==> src/rtl/bit_serial_adder.sv <==
// ---------------------------------------------------------------------------
// bit_serial_adder
//
// Sequential WIDTH-bit adder. Operands are captured on the accepting edge and
// added one bit per clock, LSB first, through a single one-bit full-adder
// slice (two half-adder cells plus an OR) with a registered carry. The sum is
// assembled in a shift register and published, together with the carry-out,
// only when the last bit has been processed.
//
// Optional feature macro: SERIAL_SUB_EN
//   defined   : adds the 'sub' port; sub=1 computes a + ~b + 1 (cin ignored),
//               cout=1 then means "no borrow" (a >= b unsigned).
//   undefined : add only, no 'sub' port.
//
// Ports
//   clk    in   1      clock, all state updates on the rising edge
//   rst    in   1      synchronous, active-high reset (priority over start)
//   start  in   1      request, sampled only in IDLE
//   a      in   WIDTH  operand A, sampled on the accepting edge
//   b      in   WIDTH  operand B, sampled on the accepting edge
//   cin    in   1      carry-in, sampled on the accepting edge
//   sub    in   1      subtract select (SERIAL_SUB_EN only)
//   busy   out  1      high while in RUN or DONE
//   done   out  1      one-cycle pulse, s/cout newly updated
//   s      out  WIDTH  registered sum
//   cout   out  1      registered carry-out
// ---------------------------------------------------------------------------
module bit_serial_adder #(
    parameter int WIDTH = 8
) (
    input  logic             clk,
    input  logic             rst,
    input  logic             start,
    input  logic [WIDTH-1:0] a,
    input  logic [WIDTH-1:0] b,
    input  logic             cin,
`ifdef SERIAL_SUB_EN
    input  logic             sub,
`endif
    output logic             busy,
    output logic             done,
    output logic [WIDTH-1:0] s,
    output logic             cout
);

    localparam int CNT_W = $clog2(WIDTH + 1);
    localparam logic [CNT_W-1:0] LAST_BIT = CNT_W'(WIDTH - 1);

    typedef enum logic [1:0] {
        IDLE = 2'd0,
        RUN  = 2'd1,
        DONE = 2'd2
    } state_t;

    state_t           state_q;
    logic [WIDTH-1:0] ra_q;
    logic [WIDTH-1:0] rb_q;
    logic [WIDTH-1:0] rs_q;
    logic [WIDTH-1:0] rs_d;
    logic             carry_q;
    logic             carry_d;
    logic [CNT_W-1:0] cnt_q;
    logic [WIDTH-1:0] s_q;
    logic             cout_q;
    logic             busy_q;
    logic             done_q;

    // Effective subtract select; a constant 0 when the feature is compiled out,
    // so the load path reduces to a plain add.
    logic sub_eff;
`ifdef SERIAL_SUB_EN
    assign sub_eff = sub;
`else
    assign sub_eff = 1'b0;
`endif

    // Values loaded on the accepting edge: subtraction is a + ~b + 1.
    logic [WIDTH-1:0] rb_load;
    logic             carry_load;
    assign rb_load    = sub_eff ? ~b : b;
    assign carry_load = sub_eff ? 1'b1 : cin;

    // One-bit full-adder slice built from two half-adder cells and an OR.
    logic ha1_s, ha1_c, ha2_c, slice_sum;
    assign ha1_s     = ra_q[0] ^ rb_q[0];
    assign ha1_c     = ra_q[0] & rb_q[0];
    assign slice_sum = ha1_s ^ carry_q;
    assign ha2_c     = ha1_s & carry_q;
    assign carry_d   = ha1_c | ha2_c;

    // Sum bits enter at the MSB so that after WIDTH shifts the LSB-first
    // stream sits in its natural bit order.
    assign rs_d = {slice_sum, rs_q[WIDTH-1:1]};

    // NOTE: every state register below is assigned with <= so all of them
    // sample the pre-edge values; blocking = here would let later statements
    // see half-updated state and break the shift/carry relationship.
    always_ff @(posedge clk) begin
        if (rst) begin
            state_q <= IDLE;
            ra_q    <= '0;
            rb_q    <= '0;
            rs_q    <= '0;
            carry_q <= 1'b0;
            cnt_q   <= '0;
            s_q     <= '0;
            cout_q  <= 1'b0;
            busy_q  <= 1'b0;
            done_q  <= 1'b0;
        end else begin
            case (state_q)
                IDLE: begin
                    done_q <= 1'b0;
                    if (start) begin
                        ra_q    <= a;
                        rb_q    <= rb_load;
                        carry_q <= carry_load;
                        rs_q    <= '0;
                        cnt_q   <= '0;
                        busy_q  <= 1'b1;
                        state_q <= RUN;
                    end
                end

                RUN: begin
                    ra_q    <= ra_q >> 1;
                    rb_q    <= rb_q >> 1;
                    rs_q    <= rs_d;
                    carry_q <= carry_d;
                    cnt_q   <= cnt_q + CNT_W'(1);
                    if (cnt_q == LAST_BIT) begin
                        // Last slice: publish the completed sum and final carry.
                        s_q     <= rs_d;
                        cout_q  <= carry_d;
                        done_q  <= 1'b1;
                        state_q <= DONE;
                    end
                end

                DONE: begin
                    done_q  <= 1'b0;
                    busy_q  <= 1'b0;
                    state_q <= IDLE;
                end

                default: begin
                    done_q  <= 1'b0;
                    busy_q  <= 1'b0;
                    state_q <= IDLE;
                end
            endcase
        end
    end

    assign busy = busy_q;
    assign done = done_q;
    assign s    = s_q;
    assign cout = cout_q;

endmodule

==> config.mk <==
export PLATFORM = sky130hd
export DESIGN_NAME = bit_serial_adder
export DESIGN_NICKNAME = d
export VERILOG_FILES = /design/src/rtl/bit_serial_adder.sv
export SDC_FILE = /design/constraint.sdc
export NUM_CORES = 1
export LEC_CHECK = 0
export CORE_MARGIN = 5
export CORE_UTILIZATION = 48
export CTS_BUF_LIST = sky130_fd_sc_hd__clkbuf_2 sky130_fd_sc_hd__clkbuf_4 sky130_fd_sc_hd__clkbuf_8
export DETAILED_ROUTE_END_ITERATION = 8
export MAX_ROUTING_LAYER = met4
export PLACE_DENSITY = 0.78
export REMOVE_ABC_BUFFERS = 1
export SYNTH_ARGS = -nofsm -noshare
export SYNTH_HDL_FRONTEND = slang
export SYNTH_SLANG_ARGS = --single-unit
==> constraint.sdc <==
create_clock -name clk -period 3.94 [get_ports clk]
set_clock_uncertainty 0.15 [all_clocks]
set_input_delay 0.788 -clock clk [delete_from_list [all_inputs] [get_ports clk]]
set_output_delay 0.788 -clock clk [all_outputs]
set_load 0.05 [all_outputs]
==> results.py <==
metrics = {
    "outcome": {
        "status": "finished, final reports clean",
    },
    "drt": {
        "detailroute.via_count": 1342,
        "via_per_inst": 5.41,
        "wl_um": 3550,
        "drtPass1Iterations": 4,
        "drt-initial-drc-count": 56,
        "drcViolationCount": 0,
        "ant_nets": 0,
        "wl_per_cell_um": 14.3,
    },
    "global_route": {
        "grt_pass1_vias": 1321,
        "antenna_found_initial": 0,
        "grt_max_degree": 22,
        "grtUsageTotal": 0.153,
        "grt-ovfl-total": 0,
        "grt_pass1_wl_um": 5880,
    },
    "timing": {
        "tns_ns": 0,
        "worst_slew_pin_slew_ns": 0.651,
        "setup_viol": 0,
        "period_share": 0.622,
        "setup_ws_ns": 1.49,
        "hold_violations": 0,
        "relSlewSlack": 0.565,
        "maxSlewViolCount": 0,
        "rsz0062_at_grt": "false",
        "clock.fmax_mhz": 408,
        "finalCriticalPeriod_ns": 2.45,
        "whs_ns": 0.318,
    },
    "clock_network": {
        "cts_buffers": 5,
        "cts_tree": "done",
        "cts_hold_buffers": 0,
        "post_cts_buffers": 0,
        "htreeDepth": 2,
        "clockBufferDepth": 2,
        "cts.reportedPaths.clkPinSlew_ns": 0.12,
        "cts-resized-gates": 0,
        "clk_latency_ns": 0.34,
        "root_buffer": "clkbuf_4",
        "clkSinkCount": 41,
    },
    "placed_design": {
        "dp_cells": 240,
        "dpl.hpwl_um": 2480,
        "gp_congestion": 0.757,
        "dpl_worst_slack_ns": 1.30,
        "port_buffers": 30,
    },
    "layout": {
        "layout_common_cells": "dfxtp_1 (41), clkdlybuf4s50_1 (30), nor2_1 (18)",
        "fin_cells": 248,
        "diodes": 0,
        "layout_commonest_cell": "dfxtp_1",
        "final_layout_size_suffix_gt1_frac": 0.0792,
        "nNetsFinal": 223,
        "area_growth_pct": 22.0,
    },
    "yosys": {
        "syn_area_mm2": 0.00171,
        "synth.distinct_cells": 33,
        "synth_edf_count": 0,
        "async_flop_share": 0,
        "synth_warnings": 0,
        "synth_ff_type": "dfxtp_1",
        "synth_seq_area_share": 0.481,
        "synth_area_per_cell_um2": 9.70,
        "syn_inst": 176,
        "ys_seq_elements": 41,
    },
    "pwr": {
        "total_power_mw": 0.855,
        "combPwrFrac": 0.125,
        "p_seq_frac": 0.537,
        "swShare": 0.241,
        "clkPwrFrac": 0.338,
        "ir_worst_vdd_uv": 249,
        "cellPowerDensity_mw_per_mm2": 410,
        "internal_power_mw": 0.649,
        "switchingPower_mw": 0.206,
        "p_leak_nw": 0.743,
    },
    "setup_path": {
        "crit_buf_inv": 1,
        "crit_required_ns": 3.00,
        "critPathMaxFanout": 2,
        "endpoint_kind": "output pin",
        "slowest_delay_ns": 0.81,
        "cp.arrival_ns": 1.51,
        "path_cells": "clkdlybuf4s50_1",
        "worst_setup_path_start_kind": "flip-flop",
        "critPathSlowestCell": "clkdlybuf4s50_1",
        "cpLargestDelayFamily": "buffers and inverters",
        "critPathKind": "reg -> out",
    },
    "hold_path": {
        "hold_class": "reg -> reg",
    },
    "die": {
        "fp.dieW_um": 69.7,
        "placementRows": 21,
        "die_h_um": 69.7,
        "start_util": 0.504,
        "num_io_pins": 31,
        "core-area_mm2": 0.00339,
        "fp.dieArea_mm2": 0.00485,
    },
    "run": {
        "maxCapViolCount": 0,
    },
}
## per-stage QoR
| stage | cell area (um^2) | utilization |
|---|---|---|
| global placement | 1990 | 0.588 |
| detailed placement | 1990 | 0.588 |
| floorplan | 1630 | - |
| global route | 2080 | 0.615 |
| CTS | 2080 | 0.615 |
| finish | 2080 | 0.615 |
## power groups by stage
stage	Combinational (mW)	Clock [mW]	Sequential, mW
floorplan	0.0611	0	0.466
global route	0.119	0.315	0.461
CTS	0.108	0.295	0.459
finish	0.107	0.289	0.459
global placement	0.105	0	0.466
detailed placement	0.108	0	0.468
## sequential cells by signal (all words and copies together), names as in the netlist
signal	count
busy	1
carry_q	1
cnt_q	4
cout	1
done	1
ra_q	8
rb_q	8
rs_q	7
s	8
state_q	2
## cell usage after synthesis (2+ instances only)
library cell | count | area, um^2
dfxtp_1 | 41 | 821
nor2_1 | 18 | 67.6
a211oi_1 | 11 | 82.6
a21oi_1 | 11 | 55.1
inv_1 | 11 | 41.3
a22o_1 | 10 | 87.6
o21ai_0 | 10 | 50.1
or3_1 | 10 | 62.6
o2bb2ai_1 | 7 | 61.3
clkbuf_1 | 6 | 22.5
a221o_1 | 5 | 50.1
and2_1 | 5 | 31.3
buf_2 | 3 | 15.0
buf_6 | 3 | 33.8
nand2b_1 | 3 | 18.8
o22ai_1 | 3 | 18.8
a21o_1 | 2 | 15.0
nand3_1 | 2 | 10.0
## worst paths after layout
kind,from,end,slack [ns],cells after the start
min reg2reg,done,done,0.32,2
min,done,done,0.32,2
max reg2reg,state_q[0],done,1.89,3
max,busy,busy,1.49,1
## layer usage
metal / track usage / wire, um / vias to the layer above
met5: - / 0 / -
met4: 0.0553 / 52 / 0
met3: 0.0551 / 184 / 7
met2: 0.244 / 1640 / 41
met1: 0.179 / 1670 / 610
li1: - / - / 684
## cells by family (layout without fill, tap and decap cells)
kind of cell | count (synthesis) | in the layout | synth area share
compound gates | 62 | 62 | 0.262
fa+ha+maj | 2 | 2 | 0.0190
buf+inv | 25 | 51 | 0.0725
flops | 41 | 41 | 0.481
simple gates | 46 | 46 | 0.166
## cell type report
| class | instances | area, um^2 |
|---|---|---|
| clock buffer | 7 | 58.8 |
| timing repair buffer | 31 | 308 |
| fill | 285 | 1310 |
| inverter | 12 | 45.0 |
| clock inverter | 1 | 30.0 |
| tap | 46 | 57.6 |
| multi-input combinational | 110 | 763 |
| sequential | 41 | 821 |
No activity file was read; power rests on OpenSTA's default activity.
